### src/rtl/dec4to2_rx.sv
// Receive-side decoder for the 4-to-2 priority encoder: buffers {Y, _IN_ERR} codes in a
// small FIFO and emits one-hot D words. Optional sticky error flag: DEC4TO2_RX_STICKY_ERR_EN.
module dec4to2_rx #(
    parameter int DEPTH     = 2,
    parameter int ERR_CNT_W = 8
) (
    input  logic                 clk,
    input  logic                 rst,
    input  logic                 in_valid,
    output logic                 in_ready,
    input  logic [1:0]           Y,
    input  logic                 _IN_ERR,
    output logic                 out_valid,
    input  logic                 out_ready,
    output logic [3:0]           D,
    output logic                 out_err,
    output logic [ERR_CNT_W-1:0] err_cnt
`ifdef DEC4TO2_RX_STICKY_ERR_EN
    ,
    output logic                 err_sticky,
    input  logic                 err_clr
`endif
);

    localparam int PTR_W = $clog2(DEPTH);
    localparam int CNT_W = PTR_W + 1;

    // Each entry is {err, d}; error words carry d = 0 regardless of Y.
    logic [4:0]           mem_q [DEPTH];
    logic [PTR_W-1:0]     wr_ptr_q, wr_ptr_d;
    logic [PTR_W-1:0]     rd_ptr_q, rd_ptr_d;
    logic [CNT_W-1:0]     count_q, count_d;
    logic [ERR_CNT_W-1:0] err_cnt_q, err_cnt_d;
    logic                 push, pop, err_push;
    logic [4:0]           entry, head;

    always_comb begin
        in_ready  = (count_q != CNT_W'(DEPTH));
        out_valid = (count_q != '0);
        push      = in_valid & in_ready;
        pop       = out_valid & out_ready;
        err_push  = push & ~_IN_ERR;
        entry     = {~_IN_ERR, (_IN_ERR ? (4'b0001 << Y) : 4'b0000)};
        head      = out_valid ? mem_q[rd_ptr_q] : 5'b0;
        D         = head[3:0];
        out_err   = head[4];
        err_cnt   = err_cnt_q;

        // DEPTH is a power of two, so pointer overflow is the modulo wrap.
        wr_ptr_d  = wr_ptr_q + PTR_W'(push);
        rd_ptr_d  = rd_ptr_q + PTR_W'(pop);
        count_d   = count_q;
        case ({push, pop})
            2'b10:   count_d = count_q + 1'b1;
            2'b01:   count_d = count_q - 1'b1;
            default: count_d = count_q;
        endcase

        err_cnt_d = err_cnt_q;
        if (err_push && (err_cnt_q != '1)) begin
            err_cnt_d = err_cnt_q + 1'b1;
        end
`ifdef DEC4TO2_RX_STICKY_ERR_EN
        if (err_clr) begin
            err_cnt_d = err_push ? ERR_CNT_W'(1) : '0;
        end
`endif
    end

    always_ff @(posedge clk) begin
        if (rst) begin
            wr_ptr_q  <= '0;
            rd_ptr_q  <= '0;
            count_q   <= '0;
            err_cnt_q <= '0;
        end else begin
            wr_ptr_q  <= wr_ptr_d;
            rd_ptr_q  <= rd_ptr_d;
            count_q   <= count_d;
            err_cnt_q <= err_cnt_d;
        end
    end

    // Storage needs no reset: entries are only visible while count_q covers them.
    always_ff @(posedge clk) begin
        if (push) begin
            mem_q[wr_ptr_q] <= entry;
        end
    end

`ifdef DEC4TO2_RX_STICKY_ERR_EN
    logic err_sticky_q, err_sticky_d;

    always_comb begin
        err_sticky_d = err_sticky_q;
        if (err_clr) begin
            err_sticky_d = 1'b0;
        end
        if (err_push) begin
            err_sticky_d = 1'b1;
        end
        err_sticky = err_sticky_q;
    end

    always_ff @(posedge clk) begin
        if (rst) begin
            err_sticky_q <= 1'b0;
        end else begin
            err_sticky_q <= err_sticky_d;
        end
    end
`endif

endmodule
### config.mk
export PLATFORM = sky130hd
export DESIGN_NAME = dec4to2_rx
export DESIGN_NICKNAME = d
export VERILOG_FILES = /design/src/rtl/dec4to2_rx.sv
export SDC_FILE = /design/constraint.sdc
export NUM_CORES = 1
export LEC_CHECK = 0
export BUFFER_PORTS_ARGS = -buffer_cell sky130_fd_sc_hd__buf_2
export CORE_MARGIN = 1
export CORE_UTILIZATION = 59
export CTS_BUF_LIST = sky130_fd_sc_hd__clkbuf_4
export DETAILED_ROUTE_END_ITERATION = 7
export PLACE_DENSITY = 0.85
export SETUP_SLACK_MARGIN = 0.05
export SLEW_MARGIN = 20
export SYNTH_ARGS = -nofsm -noshare
export SYNTH_HDL_FRONTEND = slang
export SYNTH_SLANG_ARGS = --single-unit
### constraint.sdc
create_clock -name clk -period 2.8 [get_ports clk]
set_clock_uncertainty 0.2 [all_clocks]
set_input_delay 0.14 -clock clk [delete_from_list [all_inputs] [get_ports clk]]
set_output_delay 0.14 -clock clk [all_outputs]
set_load 0.005 [all_outputs]
Yosys cells after proc, flatten, opt, wreduce, memory -nomap -nowiden
Memories as Yosys holds them, arrays and structs flattened. A register that Yosys moved wholly into a read port is not among the register bits.
Index checks and enable logic that the tools add are counted.
{"block": "word_totals", "ff_bits": 12, "ram_bits": 10, "output_inout_bits": 15, "elab_cells": 28, "mem_count": 1}
{"block": "op_classes", "n_addsub": 5, "n_eq_ne": 4, "n_shift": 1, "n_mux": 6, "bitwise_logic": 4, "reduce_logical": 3}
{"name": "mem_q", "depth": 2, "width": 5, "rd": 1, "rd_clocked_by_memory_dff": 1, "wr": 1, "line_no": "29", "text": "logic [4:0] mem_q [DEPTH];"}
{"op": "$add A8 B1 Y8 const B", "count": 1}
{"op": "$ne A8 B8 Y1 const B", "count": 1}
{"op": "$mux W5", "count": 1}
{"op": "$mux W4", "count": 1}
{"op": "$pmux W2 S2", "count": 1}
{"op": "$reduce_bool A2 Y1", "count": 2}
{"op": "$shl A1 B2 Y4 const A", "count": 1}
{"op": "$and A1 B1 Y1", "count": 3}
{"op": "$mux W1", "count": 3}
{"op": "$add A1 B1 Y1", "count": 2}
{"op": "$add A2 B1 Y2 const B", "count": 1}
{"op": "$eq A2 B1 Y1 const B", "count": 1}
{"op": "$eq A2 B2 Y1 const B", "count": 1}
{"op": "$ne A2 B2 Y1 const B", "count": 1}
{"op": "$sub A2 B1 Y2 const B", "count": 1}
{"op": "$logic_and A1 B1 Y1", "count": 1}
{"op": "$not A1 Y1", "count": 1}

Depth between registers and ports, before layout
Gate-level depths: netlist of run 1.
{"block": "logic_depth", "ltp_word": 4, "ltp_mapped": 8}

Worst setup path before layout of run 1
No wires, ideal clock.
{"block": "synth_path", "path_kind": "reg2reg", "start": "reg count_q[0]", "end": "reg count_q[1]", "setup_time_ns": 0.070, "arrival_ns": 1.593, "t_required_ns": 2.530, "slack_ns": 0.937, "path_stages_with_launch": 8, "synth_period_minus_slack_ns": 1.863, "path_cell_list": "dfxtp_1 > nand2b_1 > buf_6 > and2_2 > inv_1 > ha_1 > or3_1 > a21oi_1"}
{"block": "synth_via", "elab_chain_cells": 4, "word_cells_on_any_way": 10, "cone_classes": "add/sub (2); eq/ne (3); mux (1); bitwise (2); reduce/logical (2)"}
{"element": "start: declaration", "line_no": "32", "text": "logic [CNT_W-1:0] count_q, count_d;"}
{"element": "start signal: assignment", "line_no": "79", "text": "count_q <= count_d;"}
{"element": "$ne A2 B2 Y1 *", "line_no": "38", "text": "in_ready = (count_q != CNT_W'(DEPTH));"}
{"element": "net in_ready", "line_no": "10", "text": "output logic in_ready,"}
{"element": "$and A1 B1 Y1 *", "line_no": "40", "text": "push = in_valid & in_ready;"}
{"element": "$eq A2 B1 Y1 or $eq A2 B2 Y1 (tied branches)", "line_no": "53", "text": "case ({push, pop})"}
{"element": "$pmux W2 S2 or $reduce_bool A2 Y1 (tied branches)"}
The timed path passes the listed nets; every way through them passes the cells marked *.
A chain may end at the register's enable or synchronous reset.

Worst setup path in the final report of run 1
{"block": "layout_path", "start": "reg count_q[0]", "end": "reg count_q[1]"}
{"block": "layout_via", "elab_chain_cells": 4, "word_cells_on_any_way": 10, "cone_classes": "add/sub (2); eq/ne (3); mux (1); bitwise (2); reduce/logical (2)"}
{"element": "$ne A2 B2 Y1 or $reduce_bool A2 Y1 (tied branches)", "line_no": "38, 39"}
{"element": "$and A1 B1 Y1, on equally long branches", "line_no": "40, 41"}
{"element": "$eq A2 B1 Y1 or $eq A2 B2 Y1 (tied branches)", "line_no": "53"}
{"element": "$pmux W2 S2 or $reduce_bool A2 Y1 (tied branches)"}
Several ways; a longest one is shown, not always the timed one.

==> results of run 1 <==
[state kept, by name (all words and copies together), names as in the netlist]
name,flops
mem_q,10
err_cnt,8
count_q,2
rd_ptr_q,1
wr_ptr_q,1
[how the worst min path moves through the flow]
| stage | from | endpoint | slack (ns) | cells past startpoint |
|---|---|---|---|---|
| 2_1_floorplan | rst | err_cnt[5] | 0.01 | 1 |
| 3_3_place_gp | rst | wr_ptr_q | 0.25 | 2 |
| 3_5_place_dp | rst | wr_ptr_q | 0.26 | 2 |
| 4_1_cts | out_ready | rd_ptr_q | 0.04 | 4 |
| 5_1_grt | out_ready | rd_ptr_q | 0.07 | 4 |
| 6_report | out_ready | rd_ptr_q | 0.05 | 4 |
[layer usage]
layer,global-route usage [%],vias to the layer above
li1,-,412
met1,34.0,384
met2,40.9,16
met3,8.98,6
met4,17.6,0
met5,0,-
[through the flow]
stage | instance area (µm²) | cells | setup slack [ns] | power (W)
floorplan | 1040 | 99 | 0.937 | 0.000618
global placement | 1150 | 133 | 0.827 | 0.000677
detailed placement | 1150 | 133 | 0.729 | 0.000693
CTS | 1220 | 142 | 0.698 | 0.000844
global route | 1220 | 142 | 0.554 | 0.000896
finish | 1220 | 142 | 0.698 | 0.000838
[cell type report]
cell class | instances | area [µm²]
sequential | 22 | 541
multi-input combinational | 69 | 463
fill | 98 | 353
timing repair buffer | 26 | 155
clock buffer | 3 | 22.5
tap | 16 | 20.0
inverter | 5 | 18.8
clock inverter | 1 | 3.75
[power by group through the flow]
stage	combinational, W	clock [W]	sequential [W]
2_1_floorplan	0.000202	0	0.000416
3_3_place_gp	0.000243	0	0.000435
3_5_place_dp	0.000255	0	0.000438
4_1_cts	0.000261	0.000153	0.000431
5_1_grt	0.000298	0.000162	0.000436
6_report	0.000261	0.000146	0.000431
[timing repair]
item                      4_1_cts  5_1_grt
hold buffers                    5        0
gates resized for setup         0        0
hold endpoints to repair       22        0
[synth_stat cells, drive strengths merged, types with 2 or more instances]
cell type  number  share of area, %
o21ai           4               1.9
nor2           13               4.7
nand2           6               2.9
edfxtp         10                29
ha              4               4.8
a211oi          2               1.4
dfxtp          12                23
or3             3               1.8
buf             2               1.8
mux2i           6               5.7
a21oi           5               2.4
xnor2           2               1.7
nor3            4               3.0
and3            3               1.8
nand3           2               1.4
a31oi           2               1.2
nand4           2               1.2
inv             5               1.8
[worst max-delay path, delay by kind of cell (launching register included)]
family	cells	cell delay, ns
buffers and inverters	1	0.05
and+or+nand+nor	3	0.92
DFF	1	0.42
adders and majority gates	1	0.31
AOI/OAI and AO/OA	1	0.15
[kinds of logic (layout without fill, tap and decap cells)]
group	count (synthesis)	count (layout)	share of synthesized area, %
flops	22	22	51.7
compound gates	14	14	7.66
xor+xnor	3	3	2.52
fa+ha+maj	4	4	4.79
simple gates	42	42	23.6
buf+inv	8	35	3.95
mux	6	6	5.75
==> flow_metrics.py, run 1 <==
metrics = {
    "routing": {
        "route.met3.wl_um": 79,
        "routed.top_layer": "met4",
        "drtAntennaViolNets": 0,
        "wl_met2_um": 966,
        "drt_pass1_iterations": 4,
        "drtIter0Drc": 13,
        "vias_per_cell": 5.76,
        "routed_wirelength_mm": 2.06,
        "num_vias": 818,
        "drt-met1-wl_um": 946,
        "drc": 0,
        "wire_per_inst_um": 14.5,
    },
    "grt": {
        "grt_pass1_vias": 797,
        "antenna_found_initial": 0,
        "grt_pass1_wl_mm": 3.64,
        "gr-total-overflow": 0,
        "grt_max_degree": 13,
        "track_usage_pct": 27.3,
    },
    "synthesis": {
        "synth_nets": 110,
        "ys_seq_elements": 22,
        "synthCells": 99,
        "syn_area_um2": 1040,
        "ys_types": 34,
        "ys_async_sr_fraction_pct": 0,
        "synth-seq-area-share_pct": 51.7,
        "avgSynthCellArea_um2": 10.6,
        "ys.flop_type": "dfxtp_1",
        "yosys_warnings": 0,
        "synth_edf_count": 10,
    },
    "clocking": {
        "h-tree-depth": 1,
        "cts-root-buf": "clkbuf_4",
        "clkTransAtPathRegs_ns": 0.11,
        "cts_max_path_buffers": 2,
        "cts_buffers": 3,
        "tritoncts": "built",
        "clk_latency_ns": 0.31,
        "cts_setup_buffers": 0,
        "clkSinkCount": 22,
    },
    "floorplan": {
        "start_util_pct": 66.3,
        "core-area_um2": 1580,
        "die_h_um": 44.1,
        "ios": 22,
        "rows": 14,
        "dieArea_um2": 1940,
        "die_w_um": 44.1,
    },
    "sta": {
        "hold_viol": 0,
        "maxSlewHeadroom_pct": 70.6,
        "fin_crit_sh_pct": 75.1,
        "grt_setup_unrepaired": "false",
        "setup_viol": 0,
        "fmax_mhz": 476,
        "report.final.slew_viol_count": 0,
        "tns_ns": 0,
        "hold_ws_ns": 0.0530,
        "post-route-min-period_ns": 2.10,
        "worst_pin_slew_ns": 0.439,
    },
    "flow_run": {
        "cap_viol_max_count": 0,
    },
    "final_layout": {
        "nets": 138,
        "final_util_pct": 77.6,
        "diodes": 0,
        "final_cell_mix": "buf_2 (21), nor2_1 (13), dfxtp_1 (12)",
        "area_delta_synth_final_pct": 17.1,
        "final_layout_size_suffix_gt1_share_pct": 23.0,
        "final_common_cell": "buf_2",
    },
    "worst_setup_path": {
        "reg2reg_slack_ns": 0.70,
        "crit_path_max_incr_delay_ns": 0.42,
        "rr_endpoint": "count_q[1]",
        "crit_arrival_ns": 2.16,
        "critPathLaunch": "count_q[0]",
        "cp_max_fo": 7,
        "crit_path_start_kind": "register",
        "end_kind": "register",
        "crit_path_cell_trace": "nand2b_1 > and2_2 > inv_1 > ha_1 > or3_1 > a21oi_1",
        "reg2reg_depth": 6,
        "worstSetupEndpoint": "count_q[1]",
        "crit_required_ns": 2.86,
        "reg2reg_from": "count_q[0]",
        "crit_type": "register to register",
        "crit_slowest_cell": "dfxtp_1",
    },
    "power_and_ir_drop": {
        "p_leak_nw": 0.520,
        "p_clk_share_pct": 17.5,
        "switching_share_pct": 32.6,
        "power.internal_w": 0.000565,
        "p_sw_w": 0.000273,
        "seqPwrFrac_pct": 51.4,
        "power_density_nw_per_um2": 685,
        "pwr-share-comb_pct": 31.2,
        "vdd_ir_drop_max_mv": 0.443,
    },
    "placed_design": {
        "routabilityCongestion": 0.788,
        "numPortBuffers": 21,
        "hpwlAfterDp_mm": 1.42,
    },
    "outcome": {
        "outcome": "completed",
    },
    "min_path": {
        "holdCritPathClass": "input pin to register",
    },
}
Power figures use the tool's default switching activity.
==> run 2, diff against run 1 <==
--- a/config.mk
+++ b/config.mk
@@ -5,12 +5,13 @@
 export SDC_FILE = /design/constraint.sdc
 export NUM_CORES = 1
 export LEC_CHECK = 0
+export ABC_AREA = 1
 export BUFFER_PORTS_ARGS = -buffer_cell sky130_fd_sc_hd__buf_2
 export CORE_MARGIN = 1
-export CORE_UTILIZATION = 59
+export CORE_UTILIZATION = 51
 export CTS_BUF_LIST = sky130_fd_sc_hd__clkbuf_4
 export DETAILED_ROUTE_END_ITERATION = 7
-export PLACE_DENSITY = 0.85
+export PLACE_DENSITY = 0.78
 export SETUP_SLACK_MARGIN = 0.05
 export SLEW_MARGIN = 20
 export SYNTH_ARGS = -nofsm -noshare
==> constraint.sdc (replaced) <==
create_clock -name clk -period 1.9 [get_ports clk]
set_clock_uncertainty 0.2 [all_clocks]
set_input_delay 0.095 -clock clk [delete_from_list [all_inputs] [get_ports clk]]
set_output_delay 0.095 -clock clk [all_outputs]
set_load 0.005 [all_outputs]
==> flow_metrics.py, run 2 <==
metrics = {
    "power_and_ir_drop": {
        "p_leak_nw": 0.604,
        "vdd_ir_drop_max_mv": 0.467,
        "power_density_nw_per_um2": 821,
    },
    "sta": {
        "post-route-min-period_ns": 1.64,
        "grt_setup_unrepaired": "false",
        "layout_setup_ws_ns": 0.260,
        "worst_pin_slew_ns": 0.261,
        "fin_crit_sh_pct": 86.3,
        "setup_viol": 0,
        "maxSlewHeadroom_pct": 82.5,
        "fmax_mhz": 610,
        "hold_ws_ns": 0.0775,
        "tns_ns": 0,
        "hold_viol": 0,
        "report.final.slew_viol_count": 0,
    },
    "clocking": {
        "cts_setup_buffers": 0,
        "clkSinkCount": 22,
        "clkTransAtPathRegs_ns": 0.11,
        "clk_latency_ns": 0.30,
        "h-tree-depth": 1,
        "cts_buffers": 3,
        "tritoncts": "built",
        "cts-root-buf": "clkbuf_4",
        "cts_max_path_buffers": 2,
    },
    "final_layout": {
        "final_cell_mix": "nand2_1 (24), buf_2 (21), inv_1 (16)",
        "multi_input_area_um2": 510,
        "final_layout_size_suffix_gt1_share_pct": 29.4,
        "final_common_cell": "nand2_1",
        "nets": 175,
        "largest_reg_flops": 10,
        "fin_area_um2": 1360,
        "area_delta_synth_final_pct": 20.4,
        "top_register": "mem_q",
        "fill_cells": 176,
        "diodes": 0,
        "finalNonFillerCells": 190,
        "seqCellArea_um2": 542,
    },
    "worst_setup_path": {
        "cp_max_fo": 7,
        "crit_type": "input pin to register",
        "end_kind": "register",
        "critPathMostFrequentCell": "dlygate4sd3_1",
        "crit_required_ns": 1.75,
        "crit_path_max_incr_delay_ns": 0.57,
        "crit_arrival_ns": 1.49,
        "crit_path_start_kind": "input pin",
        "crit_path_cell_trace": "dlygate4sd3_1 > buf_2 > inv_2 > nor3_1 > dlygate4sd3_1",
        "crit_slowest_cell": "dlygate4sd3_1",
    },
    "routing": {
        "drc": 0,
        "num_vias": 915,
        "drtIter0Drc": 18,
        "routed_wirelength_mm": 2.09,
        "wire_per_inst_um": 11.0,
        "drt_pass1_iterations": 4,
        "drtAntennaViolNets": 0,
        "vias_per_cell": 4.82,
    },
    "floorplan": {
        "start_util_pct": 55.9,
        "die_h_um": 49.1,
        "die_w_um": 49.1,
        "rows": 16,
        "core-area_um2": 2020,
        "ios": 22,
        "dieArea_um2": 2410,
    },
    "synthesis": {
        "synth_top_area_share_pct": 26.5,
        "ys_types": 23,
        "yosysTopAreaCell": "edfxtp_1",
        "yosysMostFrequentCell": "nand2_1",
        "synth-seq-area-share_pct": 47.8,
        "syn_area_um2": 1130,
        "ys_seq_elements": 22,
        "yosys-top-cells-area": "edfxtp_1 (27%), dfxtp_1 (21%), nand2_1 (8.0%)",
        "yosys_warnings": 0,
        "synth_nets": 143,
        "ys_async_sr_fraction_pct": 0,
        "synth_edf_count": 10,
        "ys_top_cells_by_count": "nand2_1 (24), inv_1 (16), nor2_1 (14)",
        "avgSynthCellArea_um2": 8.57,
        "ys.flop_type": "dfxtp_1",
        "synthCells": 132,
    },
    "outcome": {
        "outcome": "completed",
    },
    "flow_run": {
        "cap_viol_max_count": 0,
    },
    "placed_design": {
        "placedCellCount": 180,
        "placed_cell_area_um2": 1270,
        "routabilityCongestion": 0.793,
        "numPortBuffers": 21,
        "place_ws_ns": 0.270,
        "hpwlAfterDp_mm": 1.56,
    },
    "grt": {
        "grt_pass1_wl_mm": 3.68,
        "grt_pass1_vias": 878,
        "track_usage_pct": 20.2,
        "grt_max_degree": 13,
        "gr-total-overflow": 0,
        "antenna_found_initial": 0,
    },
    "min_path": {
        "holdCritPathClass": "input pin to register",
    },
}
==> run 2: cell count changes after synthesis, sizes merged, moves of 3 or more <==
cell	previous run	this run
a21oi	5	13
or3	3	0
nand2	6	32
nor2	13	20
mux2i	6	0
and3	3	0
nand3	2	10
inv	5	18
==> run 2: cells by family after synthesis <==
group                    synth area share (%)
AO/OA/AOI/OAI                            8.96
XOR/XNOR                                0.774
adder cells (fa/ha/maj)                  4.42
buffers and inverters                    7.08
flip-flops                               47.8
AND/OR/NAND/NOR                          31.0
==> run 2: per-stage QoR <==
step | power, W | util [%]
floorplan | 0.000793 | -
global placement | 0.000889 | 63.0
detailed placement | 0.000906 | 63.0
CTS | 0.00113 | 67.3
global route | 0.00119 | 67.3
finish | 0.00112 | 67.3
==> run 2: layout make-up <==
cell class	instances	area share [%]
Clock buffer	3	1.65
Clock inverter	1	0.276
Inverter	19	5.61
Multi-Input combinational cell	90	37.5
Sequential cell	22	39.8
Tap cell	27	2.48
Timing Repair Buffer	28	12.7
==> run 2: critical path: cells and delay by family <==
| kind | cells | cell delay (ns) |
|---|---|---|
| buf+inv | 4 | 1.34 |
| simple gates | 1 | 0.06 |
==> run 2: what timing repair did <==
action	in CTS	in global routing
resized for setup	0	1
hold buffers	6	0
setup endpoints to repair	0	1
hold endpoints to repair	15	0
==> run 2: where the power goes <==
group / internal [W] / switching, W / total, W
Sequential: 0.000556 / 0.0000459 / 0.000602
Clock: 0.0000765 / 0.000133 / 0.000209
Combinational: 0.000133 / 0.000173 / 0.000306
Total: 0.000765 / 0.000352 / 0.00112
==> run 2: final timing paths <==
kind	depth (start not counted)	to	slack, ns	startpoint
min reg2reg	1	count_q[0]	0.31	count_q[0]
max	5	mem_q[1][2]	0.26	_IN_ERR
min	5	wr_ptr_q	0.08	in_valid
max reg2reg	7	count_q[1]	0.27	count_q[1]
==> run 2: layer usage <==
metal | up-vias | global-route usage, % | wire [µm]
li1 | 485 | - | -
met1 | 413 | 23.1 | 926
met2 | 15 | 35.2 | 1090
met3 | 2 | 3.12 | 52
met4 | 0 | 11.8 | 19
met5 | - | 0 | 0
==> run 3, diff against run 2 <==
--- a/config.mk
+++ b/config.mk
@@ -6,12 +6,12 @@
 export NUM_CORES = 1
 export LEC_CHECK = 0
 export ABC_AREA = 1
-export BUFFER_PORTS_ARGS = -buffer_cell sky130_fd_sc_hd__buf_2
 export CORE_MARGIN = 1
-export CORE_UTILIZATION = 51
+export CORE_UTILIZATION = 58
 export CTS_BUF_LIST = sky130_fd_sc_hd__clkbuf_4
 export DETAILED_ROUTE_END_ITERATION = 7
-export PLACE_DENSITY = 0.78
+export DONT_BUFFER_PORTS = 1
+export PLACE_DENSITY = 0.76
 export SETUP_SLACK_MARGIN = 0.05
 export SLEW_MARGIN = 20
 export SYNTH_ARGS = -nofsm -noshare
==> flow_metrics.py, run 3 (synthesis gave the netlist of run 2 again) <==
metrics = {
    "power_and_ir_drop": {
        "p_leak_nw": 0.518,
        "power_density_nw_per_um2": 944,
        "vdd_ir_drop_max_mv": 0.797,
        "finalPower_w": 0.00121,
    },
    "final_layout": {
        "fill_cells": 146,
        "top_register": "mem_q",
        "area_delta_synth_final_pct": 13.8,
        "final_util_pct": 72.2,
        "final_cell_mix": "nand2_1 (24), inv_1 (16), nor2_1 (14)",
        "diodes": 0,
        "nets": 154,
        "final_common_cell": "nand2_1",
        "largest_reg_flops": 10,
        "final_layout_size_suffix_gt1_share_pct": 19.0,
    },
    "clocking": {
        "tritoncts": "built",
        "clkSinkCount": 22,
        "h-tree-depth": 1,
        "clkTransAtPathRegs_ns": 0.12,
        "cts_buffers": 3,
        "cts-root-buf": "clkbuf_4",
        "cts_setup_buffers": 0,
        "cts_max_path_buffers": 2,
        "clk_latency_ns": 0.31,
    },
    "outcome": {
        "outcome": "completed",
    },
    "worst_setup_path": {
        "crit_path_cell_trace": "nor2_4 > nor2_1 > ha_1 > inv_1 > nand3b_1 > o21ai_0 > a21oi_1",
        "crit_slowest_cell": "dfxtp_1",
        "crit_required_ns": 1.92,
        "crit_arrival_ns": 1.70,
        "cp_max_fo": 7,
        "crit_path_start_kind": "register",
        "crit_path_max_incr_delay_ns": 0.46,
        "end_kind": "register",
        "crit_type": "register to register",
        "reg2reg_slack_ns": 0.21,
    },
    "sta": {
        "report.final.slew_viol_count": 0,
        "maxSlewHeadroom_pct": 80.0,
        "setup_viol": 0,
        "worst_pin_slew_ns": 0.297,
        "hold_viol": 0,
        "fmax_mhz": 593,
        "grt_setup_unrepaired": "false",
        "hold_ws_ns": 0.328,
        "post-route-min-period_ns": 1.69,
        "fin_crit_sh_pct": 88.8,
        "tns_ns": 0,
    },
    "routing": {
        "num_vias": 868,
        "drtIter0Drc": 21,
        "wire_per_inst_um": 11.9,
        "drtAntennaViolNets": 0,
        "drt_pass1_iterations": 4,
        "routed_wirelength_mm": 1.99,
        "vias_per_cell": 5.20,
        "drc": 0,
    },
    "floorplan": {
        "ios": 22,
        "dieArea_um2": 2130,
        "start_util_pct": 63.4,
        "die_h_um": 46.2,
        "die_w_um": 46.2,
        "core-area_um2": 1780,
        "rows": 15,
    },
    "grt": {
        "grt_pass1_vias": 760,
        "antenna_found_initial": 0,
        "track_usage_pct": 21.1,
        "gr-total-overflow": 0,
        "grt_pass1_wl_mm": 3.09,
        "grt_max_degree": 14,
    },
    "placed_design": {
        "numPortBuffers": 0,
        "routabilityCongestion": 0.809,
        "hpwlAfterDp_mm": 1.41,
    },
    "min_path": {
        "holdCritPathClass": "input pin to register",
    },
    "flow_run": {
        "cap_viol_max_count": 0,
    },
}
[run 3: changes by cell type in the layout (fill, tap and decap cells not counted), sizes merged]
cell,delta
bufinv,+1
clkinv,-1
dlygate4sd3,+1
buf,-22
[run 3: path summary, 6_finish.rpt]
path / end / depth (start not counted) / start
setup / recovery: count_q[1] / 7 / count_q[1]
hold / removal: mem_q[1][0] / 2 / Y[0]
setup reg to reg: count_q[1] / 7 / count_q[1]
hold reg to reg: count_q[0] / 1 / count_q[0]
[run 3: what timing repair did]
action | CTS | global route
gates resized for setup | 0 | 2
hold buffers | 7 | 0
endpoints found under the setup margin | 0 | 1
hold endpoints to repair | 22 | 0
[run 3: layout make-up]
| class | count | area [µm²] | area share, % |
|---|---|---|---|
| clock buffer | 3 | 22.5 | 1.75 |
| clock inverter | 1 | 30.0 | 2.33 |
| inverter | 19 | 76.3 | 5.93 |
| multi-input combinational | 90 | 515 | 40.0 |
| sequential | 22 | 542 | 42.1 |
| tap | 25 | 31.3 | 2.43 |
| timing repair buffer | 7 | 70.1 | 5.44 |
[run 3: report_power, final]
part           switching [W]  internal [W]
Clock               0.000149      0.000213
Sequential         0.0000492      0.000556
Combinational       0.000158     0.0000889
Total               0.000357      0.000858
[run 3: metrics by stage]
stage,area (µm²),worst slack [ns],std cells
final,1290,0.213,167
after global routing,1290,0.0667,167
after CTS,1280,0.127,167
after detailed placement,1160,0.132,156
after global placement,1160,0.210,156
after floorplan,1130,0.312,132
[run 3: per-layer routing]
layer	track usage, %	share of wire, %
met5	0	0
met1	26.6	46
met3	5.10	5.8
met4	8.82	1.8
met2	34.4	47
[run 3: worst max-delay path: cells and delay by family, from the launching register on]
kind | cells | cell delay (ns)
flip-flops | 1 | 0.46
AO/OA/AOI/OAI | 2 | 0.22
buffers and inverters | 1 | 0.09
AND/OR/NAND/NOR | 3 | 0.36
adder cells (fa/ha/maj) | 1 | 0.26
